## config.mk

```make
export PLATFORM = sky130hd
export DESIGN_NAME = reg_write_ctrl
export DESIGN_NICKNAME = d
export VERILOG_FILES = /design/src/rtl/reg_write_ctrl_pkg.sv /design/src/rtl/reg_write_ctrl_decoder_5x32.sv /design/src/rtl/reg_write_ctrl.sv
export SDC_FILE = /design/constraint.sdc
export NUM_CORES = 1
export LEC_CHECK = 0
export ABC_AREA = 1
export CORE_MARGIN = 3
export CORE_UTILIZATION = 53
export CTS_CLUSTER_SIZE = 8
export DETAILED_ROUTE_END_ITERATION = 16
export MAX_ROUTING_LAYER = met4
export PLACE_DENSITY = 0.85
export SKIP_CTS_REPAIR_TIMING = 1
export SYNTH_ARGS = -nofsm -noshare
export SYNTH_HDL_FRONTEND = slang
export SYNTH_SLANG_ARGS = --single-unit
```

## constraint.sdc

```tcl
create_clock -name clk -period 4 [get_ports clk]
set_input_delay 0.6 -clock clk [delete_from_list [all_inputs] [get_ports clk]]
set_output_delay 0.6 -clock clk [all_outputs]
set_load 0.03 [all_outputs]
```

## src/rtl/reg_write_ctrl_pkg.sv

```systemverilog
// rtl/reg_write_ctrl_pkg.sv - shared widths and helpers for the register write path
`timescale 1ns/1ps
package reg_write_ctrl_pkg;

  localparam int DATA_W  = 32;
  localparam int ADDR_W  = 5;
  localparam int REG_CNT = 1 << ADDR_W;
  localparam logic [ADDR_W-1:0] ZERO_REG_ADDR = '0;

  // r0 is hardwired to zero when zero_ro is set, so it is never strobed or reported pending
  function automatic logic is_writable(input logic [ADDR_W-1:0] addr, input logic zero_ro);
    return !(zero_ro && (addr == ZERO_REG_ADDR));
  endfunction

endpackage

```

## src/rtl/reg_write_ctrl_decoder_5x32.sv

```systemverilog
// rtl/reg_write_ctrl_decoder_5x32.sv - gate-level 5-to-32 one-hot decoder with enable
`timescale 1ns/1ps
module decoder_5x32 (
  output logic [31:0] y,
  input  logic [4:0]  a,
  input  logic        en
);

  logic [4:0] a_n;

  assign a_n = ~a;

  // Each output is an AND of en with one true/complement literal per address bit
  for (genvar i = 0; i < 32; i++) begin : g_row
    localparam logic [4:0] SEL = 5'(i);
    assign y[i] = en
                & (SEL[4] ? a[4] : a_n[4])
                & (SEL[3] ? a[3] : a_n[3])
                & (SEL[2] ? a[2] : a_n[2])
                & (SEL[1] ? a[1] : a_n[1])
                & (SEL[0] ? a[0] : a_n[0]);
  end

endmodule

```

## src/rtl/reg_write_ctrl.sv

```systemverilog
// rtl/reg_write_ctrl.sv - in-order write buffer driving one-hot load strobes into the register bank
`timescale 1ns/1ps
module reg_write_ctrl
  import reg_write_ctrl_pkg::*;
#(
  parameter int DEPTH   = 2,
  parameter bit ZERO_RO = 1'b1
) (
  input  logic               clk,
  input  logic               rst,
  input  logic               wr_valid,
  output logic               wr_ready,
  input  logic [ADDR_W-1:0]  wr_addr,
  input  logic [DATA_W-1:0]  wr_data,
  input  logic               hold,
  output logic [REG_CNT-1:0] reg_load,
  output logic [DATA_W-1:0]  reg_wdata,
  output logic [REG_CNT-1:0] pending
);

  localparam int PTR_W = $clog2(DEPTH);
  localparam int CNT_W = PTR_W + 1;
  localparam logic [CNT_W-1:0] FULL = CNT_W'(DEPTH);

  logic [ADDR_W-1:0]  addr_q [DEPTH];
  logic [DATA_W-1:0]  data_q [DEPTH];
  logic [PTR_W-1:0]   rd_ptr;
  logic [PTR_W-1:0]   wr_ptr;
  logic [CNT_W-1:0]   count;
  logic               push;
  logic               pop;
  logic               load_en;
  logic [ADDR_W-1:0]  head_addr;
  logic [REG_CNT-1:0] dec_y;
  logic [REG_CNT-1:0] buf_pend;
  logic [PTR_W-1:0]   offs;

  // Ready comes from the registered count, so a pop at full frees the slot only on the next cycle
  assign wr_ready  = (count != FULL);
  assign push      = wr_valid && wr_ready;
  assign pop       = (count != '0) && !hold;
  assign head_addr = addr_q[rd_ptr];
  assign load_en   = pop && is_writable(head_addr, ZERO_RO);

  decoder_5x32 u_dec (
    .y  (dec_y),
    .a  (head_addr),
    .en (load_en)
  );

  always_ff @(posedge clk) begin
    if (push) begin
      addr_q[wr_ptr] <= wr_addr;
      data_q[wr_ptr] <= wr_data;
    end
  end

  always_ff @(posedge clk or posedge rst) begin
    if (rst) begin
      rd_ptr    <= '0;
      wr_ptr    <= '0;
      count     <= '0;
      reg_load  <= '0;
      reg_wdata <= '0;
    end else begin
      if (push) wr_ptr <= wr_ptr + 1'b1;
      if (pop)  rd_ptr <= rd_ptr + 1'b1;
      case ({push, pop})
        2'b10:   count <= count + 1'b1;
        2'b01:   count <= count - 1'b1;
        default: count <= count;
      endcase
      reg_load <= dec_y;
      if (pop) reg_wdata <= data_q[rd_ptr];
    end
  end

  // Entry i is live when its distance from the read pointer is below the fill count
  always_comb begin
    buf_pend = '0;
    offs     = '0;
    for (int i = 0; i < DEPTH; i++) begin
      offs = PTR_W'(i) - rd_ptr;
      if (({1'b0, offs} < count) && is_writable(addr_q[i], ZERO_RO))
        buf_pend[addr_q[i]] = 1'b1;
    end
  end

  assign pending = buf_pend | reg_load;

endmodule

```

* Yosys cells after proc, flatten, opt, wreduce, memory -nomap -nowiden *
Memories as Yosys holds them, arrays and structs flattened. A register that Yosys moved wholly into a read port is not among the register bits.
Index checks and enable logic that the tools add are counted.

word-level totals
  register bits after elaboration = 36
  output and inout bits = 97
  word-level logic and storage cells = 111
  input port bits = 41
  memories = 2
  memory bits (writable) = 74

memory list
  memory  words  width  rd ports  clocked after memory_dff  wr ports  line                  RTL
  data_q  2      32     1         1                         1         reg_write_ctrl.sv:26  logic [DATA_W-1:0] data_q [DEPTH];
  addr_q  2      5      3         0                         1         reg_write_ctrl.sv:25  logic [ADDR_W-1:0] addr_q [DEPTH];

operators by class
  reduce and logical (&&, ||, !) cells = 16
  multiplexer cells = 9
  add/subtract/negate cells = 6
  equality and inequality tests = 3
  bitwise logic cells = 65
  order comparisons = 6

operators with widths
  cell                   number
  $mux W32               2
  $or A32 B32 Y32        2
  $and A1 B1 Y1          62
  $logic_not A5 Y1       3
  $lt A5 B6 Y1 const B   2
  $demux W1 S5           2
  $ge A5 B1 Y1 const B   2
  $logic_and A1 B1 Y1    7
  $not A5 Y5             1
  $logic_not A1 Y1       4
  $lt A1 B2 Y1           2
  $mux W1                4
  $pmux W2 S2            1
  $reduce_bool A2 Y1     2
  $add A1 B1 Y1 const B  2
  $add A2 B1 Y2 const B  1
  $eq A2 B1 Y1 const B   1
  $eq A2 B2 Y1 const B   1
  $ne A2 B2 Y1 const B   1
  $sub A1 B1 Y1 const A  2
  $sub A2 B1 Y2 const B  1

* Longest topological paths before layout *
An unclocked memory read counts as a cell.

  depth after elaboration = 9
  mapped depth = 8
  gate-level depth less buffers = 7

* Hierarchy *
Synthesis repeated with hierarchy kept, for this count alone.

unflattened totals
  cells, all modules = 588
  area, all modules = 5997.0 µm²

modules (own cells, without submodules)
  module          seq. area each (µm²)  times used  area an instance (µm²)  cells each
  reg_write_ctrl  3923.8                1           5715.5                  526
  decoder_5x32    0.0                   1           281.5                   62

* Worst setup path after synthesis *
OpenSTA, ideal clock, no wires.

  path kind = reg-to-reg
  from = reg count[0]
  to = mem addr_q[1][0] (enable)
  clock period less this slack = 2923 ps
  library setup time = 433 ps
  required time = 3567 ps
  cell stages (with the launch flop) = 6
  buffers on the path = 1
  setup slack = 1077 ps
  data arrival time = 2490 ps
  path through = dfrtp_1 buf_6 inv_1 nand2_1 nand2_1 nor2_1

between the ends
  longest elaborated chain between the ends = 4

ends and longest elaborated chain
  element                        line                  RTL
  from (decl)                    reg_write_ctrl.sv:29  logic [CNT_W-1:0] count;
  from (signal assigned)         reg_write_ctrl.sv:69  2'b10: count <= count + 1'b1;
  from (signal assigned)         reg_write_ctrl.sv:70  2'b01: count <= count - 1'b1;
  from (signal assigned)         reg_write_ctrl.sv:71  default: count <= count;
  $ne A2 B2 Y1                   reg_write_ctrl.sv:39  assign wr_ready = (count != FULL);
  net wr_ready                   reg_write_ctrl.sv:12  output logic wr_ready,
  $logic_and A1 B1 Y1            reg_write_ctrl.sv:40  assign push = wr_valid && wr_ready;
  $mux W1                        reg_write_ctrl.sv:52  if (push) begin
  $mux W1 (implied by the code)  reg_write_ctrl.sv:53  addr_q[wr_ptr] <= wr_addr;
  to (decl)                      reg_write_ctrl.sv:25

The timed path passes the listed nets, and every way through them passes these cells.

* Worst setup path in the final report *
  from = reg count[0]
  to = out pending[22]

between the ends
  longest elaborated chain between the ends = 6
  elaborated cells on any way between the ends = 8
  classes of those cells = 2 x order compare; 2 x mux; 2 x bitwise; 2 x reduce/logical

ends and longest elaborated chain
  element                           line                  RTL
  $lt A1 B2 Y1                      reg_write_ctrl.sv:84  if (({1'b0, offs} < count) && is_writable(addr_q[i], ZERO_RO))
  $logic_and A1 B1 Y1               reg_write_ctrl.sv:84
  $mux W32                          reg_write_ctrl.sv:84
  $or A32 B32 Y32 (no source line)  --
  $mux W32 *                        reg_write_ctrl.sv:84
  $or A32 B32 Y32 *                 reg_write_ctrl.sv:89  assign pending = buf_pend | reg_load;
  to (decl)                         reg_write_ctrl.sv:18  output logic [REG_CNT-1:0] pending

Every way passes the cells marked *; elsewhere a longest branch is shown, timed or not.

==> reports/metrics.csv <==
metric,value,unit
vias,4573,
slew_headroom,24.3,%
final_max_slew_viol_count,0,
powerDensity,774,nW/um^2
globalRouteMet3Util,6.87,%
antenna_found_initial,0,
endpoint_kind,output pin,
clk_pin_slew,0.06,ns
period_minus_slack,3.36,ns
grt_pass1_wl,23100,um
cts_inserted_buffers,17,
busiest_layer,met2,
die_width,110,um
synth-seq-cells,142,
ant_nets,0,
slowest_delay,0.66,ns
clock_path_buffers,2,
cp_max_fo,16,
post_drt_wl_per_cell,18.2,um
clock_latency,0.52,ns
power_frac_seq,36.4,%
mostFrequentLayoutCells,"clkdlybuf4s50_1, nand2_1, edfxtp_1",
grtUsageMet1,31.5,%
finalWeightedCongestion,0.963,
vias_per_cell,5.58,
crit_top_cell,nand2_1,
design.die.area,12100,sq um
synthTopCellsByArea,"edfxtp_1, dfrtp_1, nand2_1, nor2_1, a31oi_1",
timing.final.hold_violations,0,
min_path_type,flip-flop to flip-flop,
synth_ff_type,edfxtp_1,
p_sw_share,39.2,%
tns,0,ns
cts-root-buf,clkbuf_8,
synth-edff-count,74,
yosys.area.top_type,edfxtp_1,
combPwrFrac,37.7,%
dp_hpwl,9780,um
core_area,10400,sq um
path_class,flip-flop to output pin,
die_h,110,um
cp-start-kind,flip-flop,
ys_warn_count,0,
yosysTopAreaCellShare,38.7,%
synth_cells,530,
rows,37,
irDropWorstVdd,503,uV
drt_iter0_drc,404,
period_share,83.9,%
syn-cell-area,5750,sq um
start_util,55.2,%
synthDistinctLibCells,26,
syn_to_final_growth,35.8,%
grt_max_degree,69,
synth.avg_cell_area,10.8,sq um
worst_pin_slew,1.13,ns
grt_pass1_vias,4500,
portBuffers,137,
leakage,3.20,nW
cts_tree,done,
met2_usage,43.2,%
switchingPower,2.36,mW
synthArstFlopShare,47.9,%
max_freq,0.298,GHz
h-tree-depth,4,
mostFrequentLayoutCell,clkdlybuf4s50_1,
internal_power,3.67,mW
crit_chain,"nand2_1, nand2_1, nand2_1, inv_1, nand3_1, nand2_1, clkdlybuf4s50_1",
drive_gt1_share,7.89,%
ioPinCount,138,
synth_nets,572,
dr.pass1.iters,6,
grt-ovfl-total,0,
grtUsageTotal,26.4,%
setup_viol,0,
wirelength,15000,um
status,completed,
critPathArrivalTime,2.76,ns
utilization,74.9,%
diodes,0,
maxCapViolations,0,
drcViolationCount,0,
ys_seq_area_share,68.3,%
clkPwrFrac,25.8,%
required,3.40,ns
cts.sinks,142,
crit_slowest_cell,clkdlybuf4s50_1,
clock_skew,0.00661,ns
nets,713,
grt_setup_unrepaired,false,
worst paths after layout:
kind                                    start  cells after the start       endpoint  slack (ns)
worst max-delay path                 count[0]                      7    pending[22]        0.64
worst max register to register       count[0]                      4  data_q[1][21]        1.82
worst min-delay path            data_q[1][21]                      2  reg_wdata[21]        0.53
max in group asynchronous                 rst                      3  reg_wdata[30]        2.49
worst min register to register  data_q[1][21]                      2  reg_wdata[21]        0.53
min in group asynchronous                 rst                      2   reg_load[16]        0.64
Yosys cell counts, types with 6 or more instances:
master      n
nor3_1     13
a31oi_1    38
buf_2       8
inv_1      19
nand4_1    16
buf_6       6
edfxtp_1   74
nand3b_1    6
nand2_2     6
nor2_1     75
a21oi_1    23
nand2_1   136
nand3_1    20
dfrtp_1    68
per-layer routing:
metal,routed length (um),part of all wire [%]
met1,5700,38
met2,7440,50
met3,1410,9.4
met4,405,2.7
met5,0,0
per-stage QoR:
stage	cells	power (mW)	setup WS [ns]	hold slack [ns]	cell area, sq um
after floorplan	530	3.62	1.08	0.485	5750
after global placement	788	4.38	1.31	0.515	7210
after detailed placement	788	4.45	1.26	0.526	7210
after CTS	820	6.05	0.681	0.533	7800
after global routing	820	6.34	0.440	0.553	7800
final	820	6.04	0.643	0.531	7800
registers in the layout (all words and copies together), names as in the netlist:
| name | cells |
|---|---|
| reg_wdata | 32 |
| wr_ptr | 1 |
| rd_ptr | 1 |
| count | 2 |
| data_q | 64 |
| addr_q | 10 |
| reg_load | 32 |
cell families (layout without fill, tap and decap cells):
group	count (synthesis)	in the layout	synth area share [%]
simple gates	275	275	20.3
flops	142	142	68.3
compound gates	66	66	6.93
buf+inv	42	196	3.70
xor+xnor	3	3	0.457
fa+ha+maj	1	1	0.218
other cells	1	1	0.0653
power groups by stage:
stage	clock (mW)	combinational (mW)	sequential [mW]
detailed placement	0	2.24	2.20
global route	1.66	2.45	2.23
floorplan	0	1.11	2.51
CTS	1.58	2.28	2.19
global placement	0	2.19	2.19
finish	1.56	2.28	2.20
worst max-delay path, delay by kind of cell (launching register included):
| family | cells | cell delay (ns) |
|---|---|---|
| flops | 1 | 0.51 |
| simple gates | 5 | 0.85 |
| buf+inv | 2 | 0.87 |
area by class of cell:
class	instances	area, sq um
Tap cell	136	170
Clock buffer	18	428
Inverter	23	86.3
Sequential cell	142	3920
Clock inverter	14	168
Fill cell	674	2620
Timing Repair Buffer	141	1400
Multi-Input combinational cell	346	1620
Power figures use the tool's default switching activity.
